File: src/rtl/usb_ctrl_pkg.sv
// Shared USB control-transfer definitions: request and descriptor codes,
// bmRequestType values and the EP0 responder state encoding.
package usb_ctrl_pkg;

   localparam logic [7:0] REQ_GET_DESCRIPTOR    = 8'h06;
   localparam logic [7:0] REQ_SET_ADDRESS       = 8'h05;
   localparam logic [7:0] REQ_SET_CONFIGURATION = 8'h09;

   localparam logic [7:0] DESC_DEVICE = 8'h01;
   localparam logic [7:0] DESC_CONFIG = 8'h02;

   localparam logic [7:0] RT_DEV_TO_HOST = 8'h80;
   localparam logic [7:0] RT_HOST_TO_DEV = 8'h00;

   typedef enum logic [2:0] {
      S_IDLE,
      S_COLLECT,
      S_DECODE,
      S_LOAD,
      S_WAIT_IN,
      S_ZLP,
      S_STATUS_OUT,
      S_STATUS_IN
   } ep0_state_t;

endpackage

File: src/rtl/usb_ep0_ctrl_responder.sv
// EP0 control-request engine: collects the SETUP payload, streams descriptors
// from an external ROM in max-packet chunks and runs the status stages.
//
// state        | meaning
// S_IDLE       | no control transfer in progress
// S_COLLECT    | reading the 8 SETUP bytes from the receive queue
// S_DECODE     | one-cycle request decode
// S_LOAD       | copying one chunk from ROM into the send queue
// S_WAIT_IN    | waiting for the host to ACK the data packet
// S_ZLP        | zero-length IN terminating a short transfer
// S_STATUS_OUT | waiting for the host's zero-length OUT status
// S_STATUS_IN  | zero-length IN status, address applied on ACK
module usb_ep0_ctrl_responder
   import usb_ctrl_pkg::*;
#(
   parameter int MAX_PKT  = 8,
   parameter int ROM_AW   = 8,
   parameter int DEV_BASE = 0,
   parameter int DEV_LEN  = 18,
   parameter int CFG_BASE = 18,
   parameter int CFG_LEN  = 34
) (
   input  logic              clk,
   input  logic              rst,
   input  logic              i_setup_start,
   input  logic              i_rq_empty,
   input  logic [7:0]        i_rq_data,
   output logic              o_rq_r_en,
   input  logic              i_sq_empty,
   output logic [7:0]        o_sq_data,
   output logic              o_sq_w_en,
   input  logic              i_in_done,
   input  logic              i_out_done,
   output logic [ROM_AW-1:0] o_rom_addr,
   input  logic [7:0]        i_rom_data,
   output logic              o_data_toggle,
   output logic              o_stall,
   output logic [6:0]        o_usb_addr,
   output logic              o_busy
);

   localparam logic [15:0]       MAX16      = 16'(MAX_PKT);
   localparam logic [6:0]        MAX7       = 7'(MAX_PKT);
   localparam logic [15:0]       DEV_LEN16  = 16'(DEV_LEN);
   localparam logic [15:0]       CFG_LEN16  = 16'(CFG_LEN);
   localparam logic [ROM_AW-1:0] DEV_BASE_A = ROM_AW'(DEV_BASE);
   localparam logic [ROM_AW-1:0] CFG_BASE_A = ROM_AW'(CFG_BASE);

   ep0_state_t        r_state;
   logic [3:0]        r_rd_cnt;
   logic [2:0]        r_cap_cnt;
   logic              r_rd_pend;
   logic [7:0]        r_bmreq;
   logic [7:0]        r_breq;
   logic [6:0]        r_wval_lo;
   logic [7:0]        r_wval_hi;
   logic [15:0]       r_wlen;
   logic [ROM_AW-1:0] r_base;
   logic [ROM_AW-1:0] r_offset;
   logic [15:0]       r_remain;
   logic [6:0]        r_chunk;
   logic              r_short;
   logic              r_active;
   logic [6:0]        r_addr_cnt;
   logic              r_addr_vld;
   logic [6:0]        r_wr_cnt;
   logic              r_sq_w_en;
   logic [ROM_AW-1:0] r_rom_addr;
   logic              r_toggle;
   logic              r_stall;
   logic [6:0]        r_usb_addr;
   logic [6:0]        r_pend_addr;
   logic              r_set_addr;

   logic              w_rq_r_en;
   logic              w_desc_dev;
   logic              w_desc_cfg;
   logic [15:0]       w_desc_len;
   logic [ROM_AW-1:0] w_desc_base;
   logic [15:0]       w_desc_rem;
   logic [6:0]        w_chunk;
   logic [15:0]       w_rem_next;

   // A fresh SETUP blocks the read so no byte is popped into a discarded collect.
   assign w_rq_r_en = (r_state == S_COLLECT) && !i_setup_start && !i_rq_empty &&
                      (r_rd_cnt < 4'd8);

   always_comb begin
      w_desc_dev  = (r_bmreq == RT_DEV_TO_HOST) && (r_breq == REQ_GET_DESCRIPTOR) &&
                    (r_wval_hi == DESC_DEVICE);
      w_desc_cfg  = (r_bmreq == RT_DEV_TO_HOST) && (r_breq == REQ_GET_DESCRIPTOR) &&
                    (r_wval_hi == DESC_CONFIG);
      w_desc_len  = w_desc_dev ? DEV_LEN16 : CFG_LEN16;
      w_desc_base = w_desc_dev ? DEV_BASE_A : CFG_BASE_A;
      w_desc_rem  = (r_wlen < w_desc_len) ? r_wlen : w_desc_len;
      w_chunk     = (r_remain < MAX16) ? r_remain[6:0] : MAX7;
      w_rem_next  = r_remain - 16'(r_chunk);
   end

   always_ff @(posedge clk) begin
      if (!rst) begin
         r_state     <= S_IDLE;
         r_rd_cnt    <= '0;
         r_cap_cnt   <= '0;
         r_rd_pend   <= 1'b0;
         r_bmreq     <= '0;
         r_breq      <= '0;
         r_wval_lo   <= '0;
         r_wval_hi   <= '0;
         r_wlen      <= '0;
         r_base      <= '0;
         r_offset    <= '0;
         r_remain    <= '0;
         r_chunk     <= '0;
         r_short     <= 1'b0;
         r_active    <= 1'b0;
         r_addr_cnt  <= '0;
         r_addr_vld  <= 1'b0;
         r_wr_cnt    <= '0;
         r_sq_w_en   <= 1'b0;
         r_rom_addr  <= '0;
         r_toggle    <= 1'b0;
         r_stall     <= 1'b0;
         r_usb_addr  <= '0;
         r_pend_addr <= '0;
         r_set_addr  <= 1'b0;
      end else begin
         r_sq_w_en  <= 1'b0;
         r_addr_vld <= 1'b0;
         if (i_setup_start) begin
            r_state    <= S_COLLECT;
            r_rd_cnt   <= '0;
            r_cap_cnt  <= '0;
            r_rd_pend  <= 1'b0;
            r_stall    <= 1'b0;
            r_set_addr <= 1'b0;
            r_active   <= 1'b0;
         end else begin
            case (r_state)
               S_COLLECT: begin
                  r_rd_pend <= w_rq_r_en;
                  if (w_rq_r_en) r_rd_cnt <= r_rd_cnt + 4'd1;
                  if (r_rd_pend) begin
                     case (r_cap_cnt)
                        3'd0: r_bmreq <= i_rq_data;
                        3'd1: r_breq <= i_rq_data;
                        3'd2: r_wval_lo <= i_rq_data[6:0];
                        3'd3: r_wval_hi <= i_rq_data;
                        3'd6: r_wlen[7:0] <= i_rq_data;
                        3'd7: r_wlen[15:8] <= i_rq_data;
                        default: ;
                     endcase
                     r_cap_cnt <= r_cap_cnt + 3'd1;
                     if (r_cap_cnt == 3'd7) r_state <= S_DECODE;
                  end
               end
               S_DECODE: begin
                  if (w_desc_dev || w_desc_cfg) begin
                     r_base   <= w_desc_base;
                     r_offset <= '0;
                     r_remain <= w_desc_rem;
                     r_short  <= (w_desc_len < r_wlen);
                     r_toggle <= 1'b1;
                     r_state  <= (w_desc_rem == 16'd0) ? S_STATUS_OUT : S_LOAD;
                  end else if ((r_bmreq == RT_HOST_TO_DEV) && (r_breq == REQ_SET_ADDRESS)) begin
                     r_pend_addr <= r_wval_lo;
                     r_set_addr  <= 1'b1;
                     r_toggle    <= 1'b1;
                     r_state     <= S_STATUS_IN;
                  end else if ((r_bmreq == RT_HOST_TO_DEV) &&
                               (r_breq == REQ_SET_CONFIGURATION)) begin
                     r_toggle <= 1'b1;
                     r_state  <= S_STATUS_IN;
                  end else begin
                     r_stall <= 1'b1;
                     r_state <= S_IDLE;
                  end
               end
               S_LOAD: begin
                  // Address leads the queue write by one cycle to cover ROM latency.
                  if (!r_active) begin
                     if (i_sq_empty) begin
                        r_chunk    <= w_chunk;
                        r_rom_addr <= r_base + r_offset;
                        r_addr_vld <= 1'b1;
                        r_addr_cnt <= 7'd1;
                        r_wr_cnt   <= '0;
                        r_active   <= 1'b1;
                     end
                  end else begin
                     if (r_addr_cnt < r_chunk) begin
                        r_rom_addr <= r_rom_addr + 1'b1;
                        r_addr_vld <= 1'b1;
                        r_addr_cnt <= r_addr_cnt + 7'd1;
                     end
                     r_sq_w_en <= r_addr_vld;
                     if (r_sq_w_en) begin
                        if (r_wr_cnt == (r_chunk - 7'd1)) begin
                           r_active <= 1'b0;
                           r_state  <= S_WAIT_IN;
                        end else begin
                           r_wr_cnt <= r_wr_cnt + 7'd1;
                        end
                     end
                  end
               end
               S_WAIT_IN: begin
                  if (i_in_done) begin
                     r_offset <= r_offset + ROM_AW'(r_chunk);
                     r_remain <= w_rem_next;
                     if (w_rem_next != 16'd0) begin
                        r_toggle <= ~r_toggle;
                        r_state  <= S_LOAD;
                     end else if ((r_chunk == MAX7) && r_short) begin
                        r_toggle <= ~r_toggle;
                        r_state  <= S_ZLP;
                     end else begin
                        r_toggle <= 1'b1;
                        r_state  <= S_STATUS_OUT;
                     end
                  end
               end
               S_ZLP: begin
                  if (i_in_done) begin
                     r_toggle <= 1'b1;
                     r_state  <= S_STATUS_OUT;
                  end
               end
               S_STATUS_OUT: begin
                  if (i_out_done) r_state <= S_IDLE;
               end
               S_STATUS_IN: begin
                  if (i_in_done) begin
                     if (r_set_addr) r_usb_addr <= r_pend_addr;
                     r_set_addr <= 1'b0;
                     r_state    <= S_IDLE;
                  end
               end
               default: r_state <= S_IDLE;
            endcase
         end
      end
   end

   assign o_rq_r_en     = w_rq_r_en;
   assign o_sq_w_en     = r_sq_w_en;
   assign o_sq_data     = r_sq_w_en ? i_rom_data : 8'h00;
   assign o_rom_addr    = r_rom_addr;
   assign o_data_toggle = r_toggle;
   assign o_stall       = r_stall;
   assign o_usb_addr    = r_usb_addr;
   assign o_busy        = (r_state != S_IDLE);

endmodule

File: config.mk
export PLATFORM = sky130hd
export DESIGN_NAME = usb_ep0_ctrl_responder
export DESIGN_NICKNAME = d
export VERILOG_FILES = /design/src/rtl/usb_ctrl_pkg.sv /design/src/rtl/usb_ep0_ctrl_responder.sv
export SDC_FILE = /design/constraint.sdc
export NUM_CORES = 1
export LEC_CHECK = 0
export ABC_CLOCK_PERIOD_IN_PS = 4600
export BUFFER_PORTS_ARGS = -buffer_cell sky130_fd_sc_hd__buf_2
export CAP_MARGIN = 20
export CORE_AREA = 2 2 119 132
export DETAILED_ROUTE_END_ITERATION = 8
export DIE_AREA = 0 0 121 134
export PLACE_DENSITY = 0.67
export RECOVER_POWER = 100
export SLEW_MARGIN = 20
export SYNTH_ARGS = -nofsm -noshare
export SYNTH_HDL_FRONTEND = slang
export SYNTH_SLANG_ARGS = --single-unit
File: constraint.sdc
create_clock -name clk -period 4.6 [get_ports clk]
set_input_delay 0.69 -clock clk [delete_from_list [all_inputs] [get_ports clk]]
set_output_delay 0.69 -clock clk [all_outputs]
set_load 0.01 [all_outputs]
==> out/qor.csv, run 1 <==
stage;metric;value;unit
drt;drc;0;
sta;setup_viol;0;
sta;setup_tns;0;ns
sta;slew_headroom;-41.5;%
die;die_h;134;um
drt;dr.pass1.iters;5;
logic_synthesis;yosysSeqAreaShare;36.4;%
logic_synthesis;synth_edf_count;0;
worst_setup_path;worst-path-max-fanout;66;
grt;grt_max_degree;67;
logic_synthesis;yosysTopAreaCellShare;36.4;%
sta;clock_skew;0.00924;ns
worst_setup_path;crit_end;r_wval_hi[0];
power_and_ir_drop;power.total;2.57;mW
logic_synthesis;synthDistinctLibCells;65;
logic_synthesis;yosysWarnings;0;
grt;grt_use_met2;36.8;%
clock_network;cts_sinks;133;
logic_synthesis;synth_area_leaders;dfxtp_1 36%, mux2i_1 6.7%, ha_1 6.5%;
final_layout;num_antenna_cells;0;
worst_setup_path;rr_endpoint;r_state[0];
worst_setup_path;cp-startpoint;rst;
sta;hold_viol_final;0;
logic_synthesis;avgSynthCellArea;8.66;um^2
worst_setup_path;rr_startpoint;r_chunk[6];
die;rows;47;
run_status;violations;capacitance limit, slew limit;
clock_network;cts-root-buf;clkbuf_16;
worst_setup_path;arrival;3.86;ns
placement;hpwl;12300;um
final_layout;drive_gt1_share;7.65;%
logic_synthesis;synth_flop_cell;dfxtp_1;
worst_setup_path;rr_worst_depth;10;
drt;final_antenna_net_count;0;
die;die_area;16200;um^2
clock_network;cts-buffers-inserted;17;
grt;grt_util_all_layers;22.1;%
logic_synthesis;synth.largest_area_cell;dfxtp_1;
sta;max_freq;0.283;GHz
run_status;status;finished, violations left;
logic_synthesis;async_reset_ff_share;0;%
clock_network;cts_setup_buffers;0;
grt;grt_util_met1;28.7;%
worst_setup_path;cp.required;4.93;ns
drt;drtIter0Drc;344;
grt;antenna_found_initial;0;
sta;fin_crit_sh;76.7;%
logic_synthesis;synth-seq-cells;133;
grt;grt_pass1_wl;28700;um
placement;gp_congestion;0.883;
drt;drt-wirelength-per-cell;15.8;um
clock_network;clk_latency;0.42;ns
drt;via_count;6051;
grt;gr-total-overflow;0;
final_layout;final_nets;939;
clock_network;cts_buffer_depth;2;
worst_setup_path;path_class;input pin to register;
grt;gr-max-usage-layer;met2;
die;ioPinCount;51;
grt;grt_pass1_vias;5700;
final_layout;syn_to_final_growth;12.1;%
worst_setup_path;start_kind;input pin;
clock_network;h-tree-depth;4;
drt;wl;17100;um
grt;grt_util_met3;4.93;%
logic_synthesis;synth_common_cells;133 x dfxtp_1, 67 x nor2b_1, 62 x nor2_1;
sta;rsz0062_at_grt;no;
logic_synthesis;post-synth-top-count-cell;dfxtp_1;
sta;setup_ws;1.07;ns
power_and_ir_drop;vdd_drop_max;0.000245;V
logic_synthesis;syn_nets;907;
worst_setup_path;r2r_setup_slack;1.14;ns
power_and_ir_drop;powerDensity;314;nW/um^2
sta;fin_crit;3.53;ns
worst_hold_path;hold_class;register to register;
placement;pre_cts_ws;1.40;ns
clock_network;cts_hold_buffers;0;
clock_network;postCtsResizedCells;0;
clock_network;clkTransAtPathRegs;0.06;ns
sta;finalMaxSlewViolations;125;
worst_hold_path;worstHoldPathCells;2;
die;start_util;49.1;%
die;die_x;121;um
drt;via_per_inst;5.58;
logic_synthesis;syn-cell-area;7310;um^2
clock_network;cts_tree;built;
power_and_ir_drop;p_leak;3.09;nW
placement;portBuffers;50;
worst_setup_path;end_kind;register;
logic_synthesis;synth_cells;844;
job;max-cap-violations;3;
die;core_area;14900;um^2
sta;tightestPinTransition;2.12;ns
logic make-up after synthesis:
family / count (synthesis) / share of synthesized area (%)
AO/OA/AOI/OAI: 180 / 16.9
multiplexers: 50 / 6.87
buffers and inverters: 69 / 3.96
flip-flops: 133 / 36.4
XOR/XNOR: 40 / 4.80
adder cells (fa/ha/maj): 40 / 7.06
AND/OR/NAND/NOR: 332 / 23.9
stage by stage:
stage	util (%)	hold slack [ns]	cells	instance area, um^2
after global routing	55.0	0.471	1085	8190
after global placement	51.5	0.413	1053	7660
final	55.0	0.440	1085	8190
after floorplan	-	0.409	844	7310
after detailed placement	51.5	0.437	1053	7660
after CTS	55.4	0.446	1085	8240
how the worst min path moves through the flow:
stage | slack [ns] | from | to
after CTS | 0.45 | r_addr_vld | o_sq_w_en
final | 0.44 | r_addr_vld | o_sq_w_en
after global routing | 0.47 | r_addr_vld | o_sq_w_en
after global placement | 0.41 | r_addr_vld | o_sq_w_en
after detailed placement | 0.44 | r_addr_vld | o_sq_w_en
after floorplan | 0.41 | r_addr_vld | o_sq_w_en
layer usage:
| layer | wire length (um) | vias to the layer above |
|---|---|---|
| met1 | 7670 | 2836 |
| met4 | 274 | 0 |
| met2 | 8490 | 115 |
| met5 | 0 | - |
| met3 | 702 | 23 |
| li1 | - | 3077 |
flip-flops by register name, indices dropped and copies added, names as in the netlist, 8 cells and up:
| register | count |
|---|---|
| o_rom_addr | 8 |
| r_bmreq | 8 |
| r_breq | 8 |
| r_wlen | 16 |
| r_wval_hi | 8 |
| r_offset | 8 |
| r_remain | 16 |
power by group:
part	total (mW)	switching, mW	leakage, nW	internal [mW]
clock network	1.32	0.512	0.273	0.810
registers	1.16	0.00620	1.07	1.16
logic	0.0888	0.0541	1.74	0.0347
total	2.57	0.572	3.09	2.00
layout by cell type, fill, tap and decap left out, drive strengths merged, types with 14 or more instances in the layout:
master	Yosys	routed
a21boi	23	23
nand2	60	60
o21ai	29	29
nor2b	67	67
mux2i	49	49
ha	38	38
and2	19	19
clkbuf	36	48
dfxtp	133	133
xnor2	16	16
a21oi	41	41
xor2	24	24
nand3	32	32
nor2	62	62
nand4	14	14
nor3	22	22
buf	8	29
inv	25	27
layout make-up:
cell class                      count  area (um^2)
Tap cell                          196          245
Clock inverter                     12          128
Sequential cell                   133         2660
Inverter                           25         93.8
Multi-Input combinational cell    642         4350
Fill cell                        1415         6690
Clock buffer                       20          447
Timing Repair Buffer               57          263
worst max-delay path, stage by stage:
cell      delay, ns
clkbuf_1       1.21
clkbuf_1       1.60
a21boi_0       0.31
Power figures use the tool's default switching activity.
==> run 2: changes to the inputs <==
--- a/config.mk
+++ b/config.mk
@@ -5,12 +5,13 @@
 export SDC_FILE = /design/constraint.sdc
 export NUM_CORES = 1
 export LEC_CHECK = 0
-export ABC_CLOCK_PERIOD_IN_PS = 4600
+export ABC_AREA = 1
+export ABC_CLOCK_PERIOD_IN_PS = 3600
 export BUFFER_PORTS_ARGS = -buffer_cell sky130_fd_sc_hd__buf_2
 export CAP_MARGIN = 20
-export CORE_AREA = 2 2 119 132
+export CORE_AREA = 2 2 121 135
 export DETAILED_ROUTE_END_ITERATION = 8
-export DIE_AREA = 0 0 121 134
+export DIE_AREA = 0 0 123 137
 export PLACE_DENSITY = 0.67
 export RECOVER_POWER = 100
 export SLEW_MARGIN = 20
==> constraint.sdc (replaced) <==
create_clock -name clk -period 3.6 [get_ports clk]
set_input_delay 0.54 -clock clk [delete_from_list [all_inputs] [get_ports clk]]
set_output_delay 0.54 -clock clk [all_outputs]
set_load 0.01 [all_outputs]
==> run 2 against run 1 <==
The flow now finishes without violations; sequential power is 28% higher; sequential share of layout area fell by 0.66 points; clock skew decreased by 0.0025 ns; global-route usage rose by 2.8 points; routed wire length rose by 16%; final cell count increased by 24%; synthesized cell count increased by 28%; critical path type is now register to register; largest power group unchanged.
==> out/qor.csv, run 2 <==
stage;metric;value;unit;change
sta;slew_headroom;21.2;%;was -41.5%
drt;via_per_inst;5.32;;was 5.58
logic_synthesis;synth_flop_cell;dfxtp_1;;unchanged
logic_synthesis;yosysWarnings;0;;unchanged
logic_synthesis;syn_nets;1147;;was 907
clock_network;cts_setup_buffers;0;;unchanged
clock_network;cts-buffers-inserted;17;;unchanged
worst_setup_path;end_kind;register;;unchanged
final_layout;finalNonFillerCells;1341;;was 1085
power_and_ir_drop;power.total;3.17;mW;was 2.57 mW
sta;max_freq;0.345;GHz;
logic_synthesis;synth_area_leaders;dfxtp_1 35%, nand2_1 9.4%, nor2_1 8.1%;;was dfxtp_1 36%, mux2i_1 6.7%, ha_1 6.5%
placement;hpwl;14600;um;was 12300 um
logic_synthesis;synth_cells;1084;;was 844
logic_synthesis;avgSynthCellArea;6.99;um^2;was 8.66 um^2
worst_setup_path;crit_slowest_cell;nor4_1;;was clkbuf_1
clock_network;cts_tree;built;;unchanged
final_layout;fill_cells;1574;;was 1415
drt;drtIter0Drc;412;;was 344
run_status;status;finished, final reports clean;;was finished, violations left
worst_setup_path;crit_path_cell_trace;inv_1 -> nor2_1 -> nand2_1 -> nor4_1 -> inv_1 -> o21ai_0 -> a21oi_1;;was clkbuf_1 -> clkbuf_1 -> a21boi_0
die;start_util;48.9;%;was 49.1%
logic_synthesis;yosysSeqAreaShare;35.1;%;was 36.4%
placement;placed_cell_area;7960;um^2;was 7660 um^2
power_and_ir_drop;p_leak;3.54;nW;was 3.09 nW
clock_network;clk_latency;0.43;ns;was 0.42 ns
sta;hold_viol_final;0;;unchanged
logic_synthesis;synth-seq-cells;133;;unchanged
drt;via_count;7130;;was 6051
clock_network;cts_buffer_depth;2;;unchanged
die;die_h;137;um;was 134 um
worst_setup_path;path_class;register to register;;was input pin to register
final_layout;final_common_cell;nand2_1;;was dfxtp_1
power_and_ir_drop;powerDensity;379;nW/um^2;was 314 nW/um^2
sta;tightestPinTransition;1.17;ns;was 2.12 ns
worst_setup_path;crit_path_frequent_cell;inv_1;;was clkbuf_1
sta;setup_viol;0;;unchanged
placement;portBuffers;50;;unchanged
final_layout;final_nets;1190;;was 939
grt;grt_util_all_layers;24.9;%;was 22.1%
grt;grt_pass1_wl;32900;um;was 28700 um
grt;antenna_found_initial;0;;unchanged
final_layout;drive_gt1_share;7.54;%;was 7.65%
logic_synthesis;synth_edf_count;0;;unchanged
final_layout;final_cell_mix;192 x nand2_1, 170 x nor2_1, 133 x dfxtp_1;;was 133 x dfxtp_1, 67 x nor2b_1, 62 x nor2_1
worst_setup_path;cp.required;3.90;ns;was 4.93 ns
clock_network;cts_hold_buffers;0;;unchanged
worst_hold_path;hold_class;input pin to register;;was register to register
worst_setup_path;worst-path-max-fanout;16;;was 66
clock_network;h-tree-depth;4;;unchanged
logic_synthesis;post-synth-top-count-cell;nand2_1;;was dfxtp_1
logic_synthesis;yosysTopAreaCellShare;35.1;%;was 36.4%
worst_setup_path;critPathMaxStageDelay;1.01;ns;was 1.60 ns
drt;final_antenna_net_count;0;;unchanged
power_and_ir_drop;vdd_drop_max;0.000304;V;was 0.000245 V
die;die_area;16900;um^2;was 16200 um^2
logic_synthesis;synth.largest_area_cell;dfxtp_1;;unchanged
die;core_area;15500;um^2;was 14900 um^2
sta;holdWs;0.423;ns;was 0.440 ns
placement;gp_congestion;0.926;;was 0.883
logic_synthesis;synth_common_cells;190 x nand2_1, 163 x nor2_1, 133 x dfxtp_1;;was 133 x dfxtp_1, 67 x nor2b_1, 62 x nor2_1
worst_setup_path;arrival;3.20;ns;was 3.86 ns
drt;drt-wirelength-per-cell;14.9;um;was 15.8 um
final_layout;final_area;8360;um^2;was 8190 um^2
die;die_x;123;um;was 121 um
clock_network;cts-root-buf;clkbuf_16;;unchanged
clock_network;cts_sinks;133;;unchanged
sta;clock_skew;0.00671;ns;was 0.00924 ns
sta;setup_tns;0;ns;unchanged
final_layout;syn_to_final_growth;10.2;%;was 12.1%
worst_setup_path;start_kind;register;;was input pin
placement;place_inst;1308;;was 1053
sta;finalMaxSlewViolations;0;;was 125
final_layout;top_regs;r_remain (16), r_wlen (16);;unchanged
grt;grt_pass1_vias;6628;;was 5700
logic_synthesis;synthDistinctLibCells;58;;was 65
clock_network;postCtsResizedCells;0;;unchanged
job;max-cap-violations;0;;was 3
grt;grt_max_degree;38;;was 67
logic_synthesis;syn-cell-area;7580;um^2;was 7310 um^2
drt;wl;19900;um;was 17100 um
sta;fin_crit;2.90;ns;
logic_synthesis;async_reset_ff_share;0;%;unchanged
sta;fin_crit_sh;80.4;%;
grt;gr-total-overflow;0;;unchanged
clock_network;clkTransAtPathRegs;0.06;ns;about the same
die;ioPinCount;51;;unchanged
sta;rsz0062_at_grt;no;;unchanged
drt;dr.pass1.iters;5;;unchanged
drt;drc;0;;unchanged
die;rows;48;;was 47
## run 2: worst paths after layout
| kind | endpoint | start | slack, ns | cells past startpoint |
|---|---|---|---|---|
| setup / recovery | r_wlen[0] | r_state[0] | 0.70 | 7 |
| hold / removal | r_wval_hi[7] | i_rq_data[7] | 0.42 | 3 |
| setup reg to reg | r_wlen[0] | r_state[0] | 0.70 | 7 |
| hold reg to reg | o_sq_w_en | r_addr_vld | 0.43 | 2 |
## run 2: routing by layer
metal	part of all wire [%]	GRT usage, %	routed length, um	up-vias
met4	3.4	11.0	687	0
met3	4.2	4.54	830	46
met5	0	0	0	-
met2	48	41.4	9500	167
li1	-	-	-	3669
met1	45	31.2	8900	3248
## run 2: layout make-up
class | instances | area (um^2) | area share, %
antenna | 1 | 2.50 | 0.0299
clock buffer | 18 | 429 | 5.13
clock inverter | 14 | 108 | 1.29
inverter | 137 | 517 | 6.18
multi-input combinational | 785 | 4150 | 49.7
sequential | 133 | 2660 | 31.9
tap | 200 | 250 | 2.99
timing repair buffer | 53 | 239 | 2.86
## run 2: where the power goes
part           total, mW  leakage, nW  internal [mW]  switching, mW
combinational      0.104         2.22         0.0271         0.0767
clock               1.59        0.250          0.883          0.705
sequential          1.48         1.07           1.47        0.00253
total               3.17         3.54           2.38          0.785
## run 2: metrics by stage
stage	util, %	setup WS [ns]
6_report	53.9	0.705
3_5_place_dp	51.4	0.995
2_1_floorplan	-	1.41
3_3_place_gp	51.4	1.03
4_1_cts	54.9	0.978
5_1_grt	53.9	0.403
## run 2: critical path: cells and delay by family (launching register included)
kind / cells / cell delay (ns)
AOI/OAI and AO/OA: 2 / 0.32
buffers and inverters: 2 / 0.50
DFF: 1 / 0.37
and+or+nand+nor: 3 / 1.57
## run 2: logic make-up after synthesis
family | Yosys count | synth area share (%)
buffers and inverters | 166 | 8.68
AND/OR/NAND/NOR | 515 | 30.8
flip-flops | 133 | 35.1
multiplexers | 1 | 0.132
AO/OA/AOI/OAI | 205 | 15.6
XOR/XNOR | 24 | 2.87
adder cells (fa/ha/maj) | 40 | 6.80
